File: config.mk
export PLATFORM = sky130hd
export DESIGN_NAME = sp_sram
export DESIGN_NICKNAME = d
export VERILOG_FILES = /design/src/rtl/sp_sram_pkg.sv /design/src/rtl/sp_sram_array.sv /design/src/rtl/sp_sram.sv
export SDC_FILE = /design/constraint.sdc
export NUM_CORES = 1
export LEC_CHECK = 0
export BUFFER_PORTS_ARGS = -buffer_cell sky130_fd_sc_hd__buf_2
export CAP_MARGIN = 20
export CELL_PAD_IN_SITES_DETAIL_PLACEMENT = 0
export CELL_PAD_IN_SITES_GLOBAL_PLACEMENT = 2
export CORE_UTILIZATION = 51
export DETAILED_ROUTE_END_ITERATION = 8
export GPL_TIMING_DRIVEN = 0
export PLACE_DENSITY_LB_ADDON = 0.1
export SKIP_CTS_REPAIR_TIMING = 1
export SLEW_MARGIN = 10
export SYNTH_ARGS = -nofsm -noshare
export SYNTH_HDL_FRONTEND = slang
export SYNTH_SLANG_ARGS = --single-unit
File: constraint.sdc
create_clock -name i_clk -period 3.8 [get_ports i_clk]
set_clock_uncertainty 0.1 [all_clocks]
set_input_delay 0.19 -clock i_clk [delete_from_list [all_inputs] [get_ports i_clk]]
set_output_delay 0.19 -clock i_clk [all_outputs]
set_load 0.1 [all_outputs]
File: src/rtl/sp_sram_pkg.sv
// Shared constants and helpers for the sp_sram storage macro.
package sp_sram_pkg;

  localparam int BW_DATA_DEF = 32;
  localparam int BW_ADDR_DEF = 5;

  function automatic int depth_of(input int bw_addr);
    return 1 << bw_addr;
  endfunction

endpackage

File: src/rtl/sp_sram_array.sv
// Raw storage: one write port and a registered read port, no reset.
// Kept reset-free so it can be replaced by a foundry SRAM macro.
module sp_sram_array
  import sp_sram_pkg::*;
#(
  parameter int BW_DATA = BW_DATA_DEF,
  parameter int BW_ADDR = BW_ADDR_DEF
) (
  input  logic               i_clk,
  input  logic               i_we,
  input  logic               i_re,
  input  logic [BW_ADDR-1:0] i_addr,
  input  logic [BW_DATA-1:0] i_wdata,
  output logic [BW_DATA-1:0] o_rdata
);

  localparam int DEPTH = depth_of(BW_ADDR);

  logic [BW_DATA-1:0] mem_q [DEPTH];
  logic [BW_DATA-1:0] rdata_q;

  always_ff @(posedge i_clk) begin
    if (i_we) mem_q[i_addr] <= i_wdata;
    if (i_re) rdata_q <= mem_q[i_addr];
  end

  assign o_rdata = rdata_q;

endmodule

File: src/rtl/sp_sram.sv
// Single-port synchronous SRAM: 1-cycle read latency, per-word valid bits,
// synchronous reset that invalidates contents, combinational output gating.
module sp_sram
  import sp_sram_pkg::*;
#(
  parameter int BW_DATA = BW_DATA_DEF,
  parameter int BW_ADDR = BW_ADDR_DEF
) (
  input  logic               i_clk,
  input  logic               i_rst,
  input  logic [BW_DATA-1:0] i_data,
  input  logic [BW_ADDR-1:0] i_addr,
  input  logic               i_cen,
  input  logic               i_wen,
  input  logic               i_oen,
  output logic [BW_DATA-1:0] o_data
);

  localparam int DEPTH = depth_of(BW_ADDR);

  logic               wr_en;
  logic               rd_en;
  logic [DEPTH-1:0]   valid_q, valid_d;
  logic               hit_q, hit_d;
  logic [BW_DATA-1:0] arr_rdata;

  // Reset outranks any access in the same cycle, so it gates both strobes.
  assign wr_en = i_cen &  i_wen & ~i_rst;
  assign rd_en = i_cen & ~i_wen & ~i_rst;

  sp_sram_array #(
    .BW_DATA (BW_DATA),
    .BW_ADDR (BW_ADDR)
  ) u_array (
    .i_clk   (i_clk),
    .i_we    (wr_en),
    .i_re    (rd_en),
    .i_addr  (i_addr),
    .i_wdata (i_data),
    .o_rdata (arr_rdata)
  );

  always_comb begin
    valid_d = valid_q;
    hit_d   = hit_q;
    if (wr_en) valid_d[i_addr] = 1'b1;
    if (rd_en) hit_d = valid_q[i_addr];
  end

  // hit_q marks whether the array's read register holds data from a valid
  // word; clearing it is equivalent to clearing the read register itself.
  always_ff @(posedge i_clk) begin
    if (i_rst) begin
      valid_q <= '0;
      hit_q   <= 1'b0;
    end else begin
      valid_q <= valid_d;
      hit_q   <= hit_d;
    end
  end

  assign o_data = (i_oen && hit_q) ? arr_rdata : '0;

endmodule

==> results.ini, run 1 <==
[outcome]
status = finished clean

[clocking]
clock_latency_ps = 680
clk_path_buf_depth = 3
clkTransAtPathRegs_ps = 60
htree_levels = 3
clkSinkCount = 1089
numCtsBuffers = 110
cts-root-buf = clkbuf_16
tritoncts = built

[drt]
vias_per_cell = 6.59
wire_per_inst_um = 37.6
dr_total_vias = 21394
drc = 0
wl_um = 122000
drt_first_pass_iters = 5
ant_nets = 0
drtIter0Drc = 2796

[logic_synthesis]
synth_cells = 1800
synth.most_common_cell = edfxtp_1
synthArstFlopShare_pct = 0
yosys.area.top_type = edfxtp_1
synth_edf_count = 1056
ys_ff_latch = 1089
yosys_most_used_dff = edfxtp_1
synth.distinct_cells = 38
syn_area_um2 = 41300
synth_top_cells_by_count = edfxtp_1 (1056), mux4_2 (193), a22oi_1 (128)
yosysWarnings = 0
syn_nets = 1842
synthDominantCellAreaShare_pct = 76.9
avgSynthCellArea_um2 = 22.9
ys_top_cells_by_area = edfxtp_1 (77%), mux4_2 (11%), mux4_1 (4.3%)
yosysSeqAreaShare_pct = 78.5

[timing]
hold_viol_final = 0
rsz0062_at_grt = false
setup_slack_ps = 504
setup_viol = 0
hold_slack_ps = 257
max-slew-margin-rel_pct = 22.7
maxSlewViolCount = 0
finalCriticalPeriod_ps = 3300
post-route-period-util_pct = 86.7
fmax_mhz = 303
worst_pin_slew_ps = 1160
fin_setup_tns_ps = 0

[setup_path]
critical-path-max-stage-delay_ps = 800
cp_data_required_time_ps = 4080
crit_slowest_cell = nand3_1
cp.arrival_ps = 3570
setup.worst_path.class = in -> reg
cp-end-kind = flip-flop
crit_path_frequent_cell = buf_16
reg2reg_slack_ps = 1540
path_max_fanout = 10
crit_chain = buf_2 > buf_4 > clkbuf_1 > nand3_1 > nor2_4 > buf_16 > buf_16 > buf_16
cp-start-kind = input port

[placement]
dp_slack_ps = -247
place_congestion = 0.768
place_area_um2 = 45000
hpwl_um = 79000
port_buffers = 70

[die]
ios = 74
die_h_um = 286
initial_core_util_pct = 51.9
die_x_um = 286
rows = 103
core_um2 = 79500
die-area_um2 = 82000

[global_routing]
grt_overflow = 0
grt_pass1_wl_um = 167000
grt_start_max_net_pins = 33
antenna_found_initial = 4
grt_pass1_vias = 20832
track_usage_pct = 30.4

[layout]
diodes = 0
final_area_um2 = 49000
drive_above_1_share_pct = 28.2
final_util_pct = 61.7
nNetsFinal = 2146
area_delta_synth_final_pct = 18.8

[power]
cellLeakagePower_nw = 15.9
ir_drop_mv = 0.411
p_per_area_nw_per_um2 = 519

[hold_path]
hp-class = in -> reg

[job]
maxCapViolations = 0

[final cells by class]
| cell class | count | area (um^2) |
|---|---|---|
| tap | 1050 | 1310 |
| timing repair buffer | 192 | 2540 |
| inverter | 2 | 7.51 |
| buffer | 107 | 614 |
| clock buffer | 124 | 2810 |
| fill | 5435 | 30500 |
| multi-input combinational | 602 | 8530 |
| sequential | 1089 | 32400 |
| clock inverter | 82 | 845 |
[final timing paths]
path,from,end,cells after the start
min,i_addr[3],u_array.o_rdata[31],5
max reg2reg,valid_q[7],hit_q,5
max,i_addr[1],u_array.mem_q[23][11],8
min reg2reg,valid_q[7],valid_q[7],2
[critical path: cells and delay by family]
kind,cells,cell delay [ps]
buffers and inverters,6,1780
and+or+nand+nor,2,1550
[report_power, final]
| part | total (mW) | internal [mW] | switching [mW] |
|---|---|---|---|
| clock network | 11.0 | 6.40 | 4.61 |
| logic | 1.20 | 0.417 | 0.783 |
| registers | 13.2 | 13.2 | 0.0156 |
[per-layer routing]
metal	vias up	share of wire [%]	GRT usage, %
met5	-	0.0065	0
met4	2	3.1	9.47
met3	196	11	8.62
met2	1230	46	45.8
met1	11553	40	43.6
li1	8413	-	-
[flip-flops by register name, indices dropped and copies added (netlist names)]
name,cells
hit_q,1
u_array.o_rdata,32
u_array.mem_q,1024
valid_q,32
[metrics by stage]
stage	cells	power [mW]
2_1_floorplan	1800	14.1
3_3_place_gp	2920	14.6
3_5_place_dp	3004	14.7
4_1_cts	3210	25.5
5_1_grt	3248	26.1
6_report	3248	25.4
[placed cells by master (no fill, tap or decap), types with 3 or more instances in the layout]
cell type      instances
a21oi_1               32
a22oi_1              128
and3_1                34
buf_1                  5
buf_12                29
buf_16                36
buf_2                 96
buf_4                 17
buf_6                 21
buf_8                 11
bufinv_16             16
clkbuf_1              55
clkbuf_16            110
clkbuf_2               6
clkinv_1              28
clkinv_2              26
clkinvlp_4             5
dfxtp_1               33
dlygate4sd3_1         37
edfxtp_1            1056
inv_6                  4
mux2i_1                6
mux4_1                68
mux4_2               193
nand2_1                5
nand3_1                3
nand3b_1               3
nand4_1               32
nor2_1                38
nor2_4                32
[cells by family (layout without fill, tap and decap cells)]
kind of cell,after synthesis,in the layout,synth area share [%]
flip-flops,1089,1089,78.5
multiplexers,268,268,15.0
AO/OA/AOI/OAI,168,168,2.86
AND/OR/NAND/NOR,166,166,2.14
buffers and inverters,109,507,1.49
No activity file was read; power rests on OpenSTA's default activity.
==> run 2: changes to the inputs <==
--- a/config.mk
+++ b/config.mk
@@ -9,7 +9,7 @@
 export CAP_MARGIN = 20
 export CELL_PAD_IN_SITES_DETAIL_PLACEMENT = 0
 export CELL_PAD_IN_SITES_GLOBAL_PLACEMENT = 2
-export CORE_UTILIZATION = 51
+export CORE_UTILIZATION = 35
 export DETAILED_ROUTE_END_ITERATION = 8
 export GPL_TIMING_DRIVEN = 0
 export PLACE_DENSITY_LB_ADDON = 0.1
==> run 2 against run 1 <==
Net effect: worst setup slack worse by 150 ps; non-clock buffer count up 3; clock-buffer cell count rose by 24; final cell count up 15%; maximum frequency is 4.3% lower; final area up 1.6%; clock power is essentially flat; critical path depth shrank 1; total power increased by 1.4%.
==> results.ini, run 2 (same netlist as run 1, synthesis figures left out) <==
[layout]
largest_reg_flops = 1024  ; unchanged
drive_above_1_share_pct = 28.6  ; +0.42 points
final_util_pct = 42.7  ; -19 points
nNetsFinal = 2157  ; +0.51%
final_cell_mix = edfxtp_1 (1056), mux4_2 (193), a22oi_1 (128)
layout_commonest_cell = edfxtp_1
area_delta_synth_final_pct = 20.7
largest-register = u_array.mem_q

[clocking]
htree_levels = 3  ; unchanged
cts-root-buf = clkbuf_16
clk_path_buf_depth = 3  ; unchanged
clkSinkCount = 1089  ; unchanged
clock_latency_ps = 720  ; +40 ps
tritoncts = built
numCtsBuffers = 118  ; +7.3%
clkTransAtPathRegs_ps = 60  ; about the same

[setup_path]
critical-path-max-stage-delay_ps = 880  ; +80 ps
worst_path_dominant_cell_family = buffers and inverters
cp-end-kind = flip-flop
cp-start-kind = input port
setup.worst_path.class = in -> reg
worst-path-buf-inv = 5  ; -1
path_max_fanout = 12  ; +2
crit_chain = buf_2 > buf_4 > clkbuf_1 > nand3_1 > nor2_4 > buf_12 > buf_16
crit_slowest_cell = nor2_4
cp.arrival_ps = 3750  ; +180 ps
cp_data_required_time_ps = 4100  ; +20 ps

[drt]
wl_um = 137000  ; +12%
vias_per_cell = 5.63  ; -14%
drt-met1-wl_um = 61700  ; +25%
top_layer = met5
wl_met2_um = 65300  ; +16%
drc = 0  ; unchanged
wl_met3_um = 7500  ; -42%
dr_total_vias = 21073  ; -1.5%
wire_per_inst_um = 36.6  ; -2.7%
drt_first_pass_iters = 7  ; +2
ant_nets = 0  ; unchanged
drtIter0Drc = 2419  ; -13%

[die]
die_x_um = 345  ; +21%
die-area_um2 = 119000  ; +45%
die_h_um = 345  ; +21%
rows = 125  ; +21%
core_um2 = 117000  ; +47%
ios = 74  ; unchanged
initial_core_util_pct = 35.4  ; -16 points

[hold_path]
hp-class = in -> reg

[timing]
hold_slack_ps = 81.8  ; -176 ps
setup_viol = 0  ; unchanged
fin_setup_tns_ps = 0  ; unchanged
max-slew-margin-rel_pct = 20.1  ; -2.7 points
rsz0062_at_grt = false
maxSlewViolCount = 0  ; unchanged
fmax_mhz = 290  ; -4.3%
finalCriticalPeriod_ps = 3450  ; +149 ps
post-route-period-util_pct = 90.7  ; +3.9 points
worst_pin_slew_ps = 1200  ; +40.2 ps
hold_viol_final = 0  ; unchanged

[power]
power_mw = 25.8  ; +1.4%
ir_drop_mv = 0.382  ; -7.1%
cellLeakagePower_nw = 15.9  ; +0.58%
p_per_area_nw_per_um2 = 518  ; -0.17%

[placement]
port_buffers = 70  ; unchanged
hpwl_um = 89500  ; +13%
place_congestion = 0.717  ; -6.7%

[global_routing]
grt_pass1_vias = 21061  ; +1.1%
grt_overflow = 0  ; unchanged
grt_start_max_net_pins = 33  ; unchanged
grt_pass1_wl_um = 185000  ; +11%
antenna_found_initial = 9  ; +5
track_usage_pct = 23.0  ; -7.4 points

[job]
maxCapViolations = 0  ; unchanged

[outcome]
status = finished clean

run 2: changes by cell type in the layout (fill, tap and decap cells not counted), moves of 2 or more:
cell,delta
buf_12,+14
buf_16,-9
bufinv_16,-5
clkbuf_1,+5
clkbuf_16,+12
clkbuf_2,+7
diode_2,+2
inv_6,-3
run 2: cell type report:
cell class,instances,area (um^2)
multi-input combinational,602,8540
sequential,1089,32400
antenna,2,5.00
timing repair buffer,195,2550
clock buffer,148,3150
fill,10000,66700
clock inverter,72,642
buffer,107,623
tap,1524,1910
inverter,2,7.51
run 2: through the flow:
stage	area (um^2)	setup WS (ps)	cells
6_report	49800	354	3741
5_1_grt	49800	322	3739
4_1_cts	49400	351	3702
3_5_place_dp	45600	-347	3482
3_3_place_gp	43500	-3730	3394
2_1_floorplan	41300	510	1800
run 2: worst paths after layout:
check | from | end | slack (ps) | cells past startpoint
worst min-delay path | i_addr[2] | hit_q | 80 | 4
worst max-delay path | i_addr[1] | u_array.mem_q[3][8] | 350 | 7
worst max register to register | u_array.mem_q[7][28] | u_array.o_rdata[28] | 1770 | 3
worst min register to register | valid_q[7] | valid_q[7] | 360 | 2
run 2: report_power, final:
group | leakage [nW] | total (mW) | internal [mW] | switching, mW
Clock | 1.86 | 11.3 | 6.58 | 4.73
Combinational | 4.30 | 1.24 | 0.418 | 0.825
Sequential | 9.78 | 13.2 | 13.2 | 0.0151
run 2: metal layers:
| metal | up-vias | global-route usage, % |
|---|---|---|
| li1 | 8448 | - |
| met4 | 2 | 5.06 |
| met2 | 703 | 36.6 |
| met5 | - | 0 |
| met3 | 138 | 3.65 |
| met1 | 11782 | 33.3 |
run 2: worst register-to-register path: cells and delay by family, from the launching register on:
kind / cells / cell delay [ps]
multiplexers: 1 / 490
flip-flops: 1 / 370
AND/OR/NAND/NOR: 1 / 310
AO/OA/AOI/OAI: 1 / 420
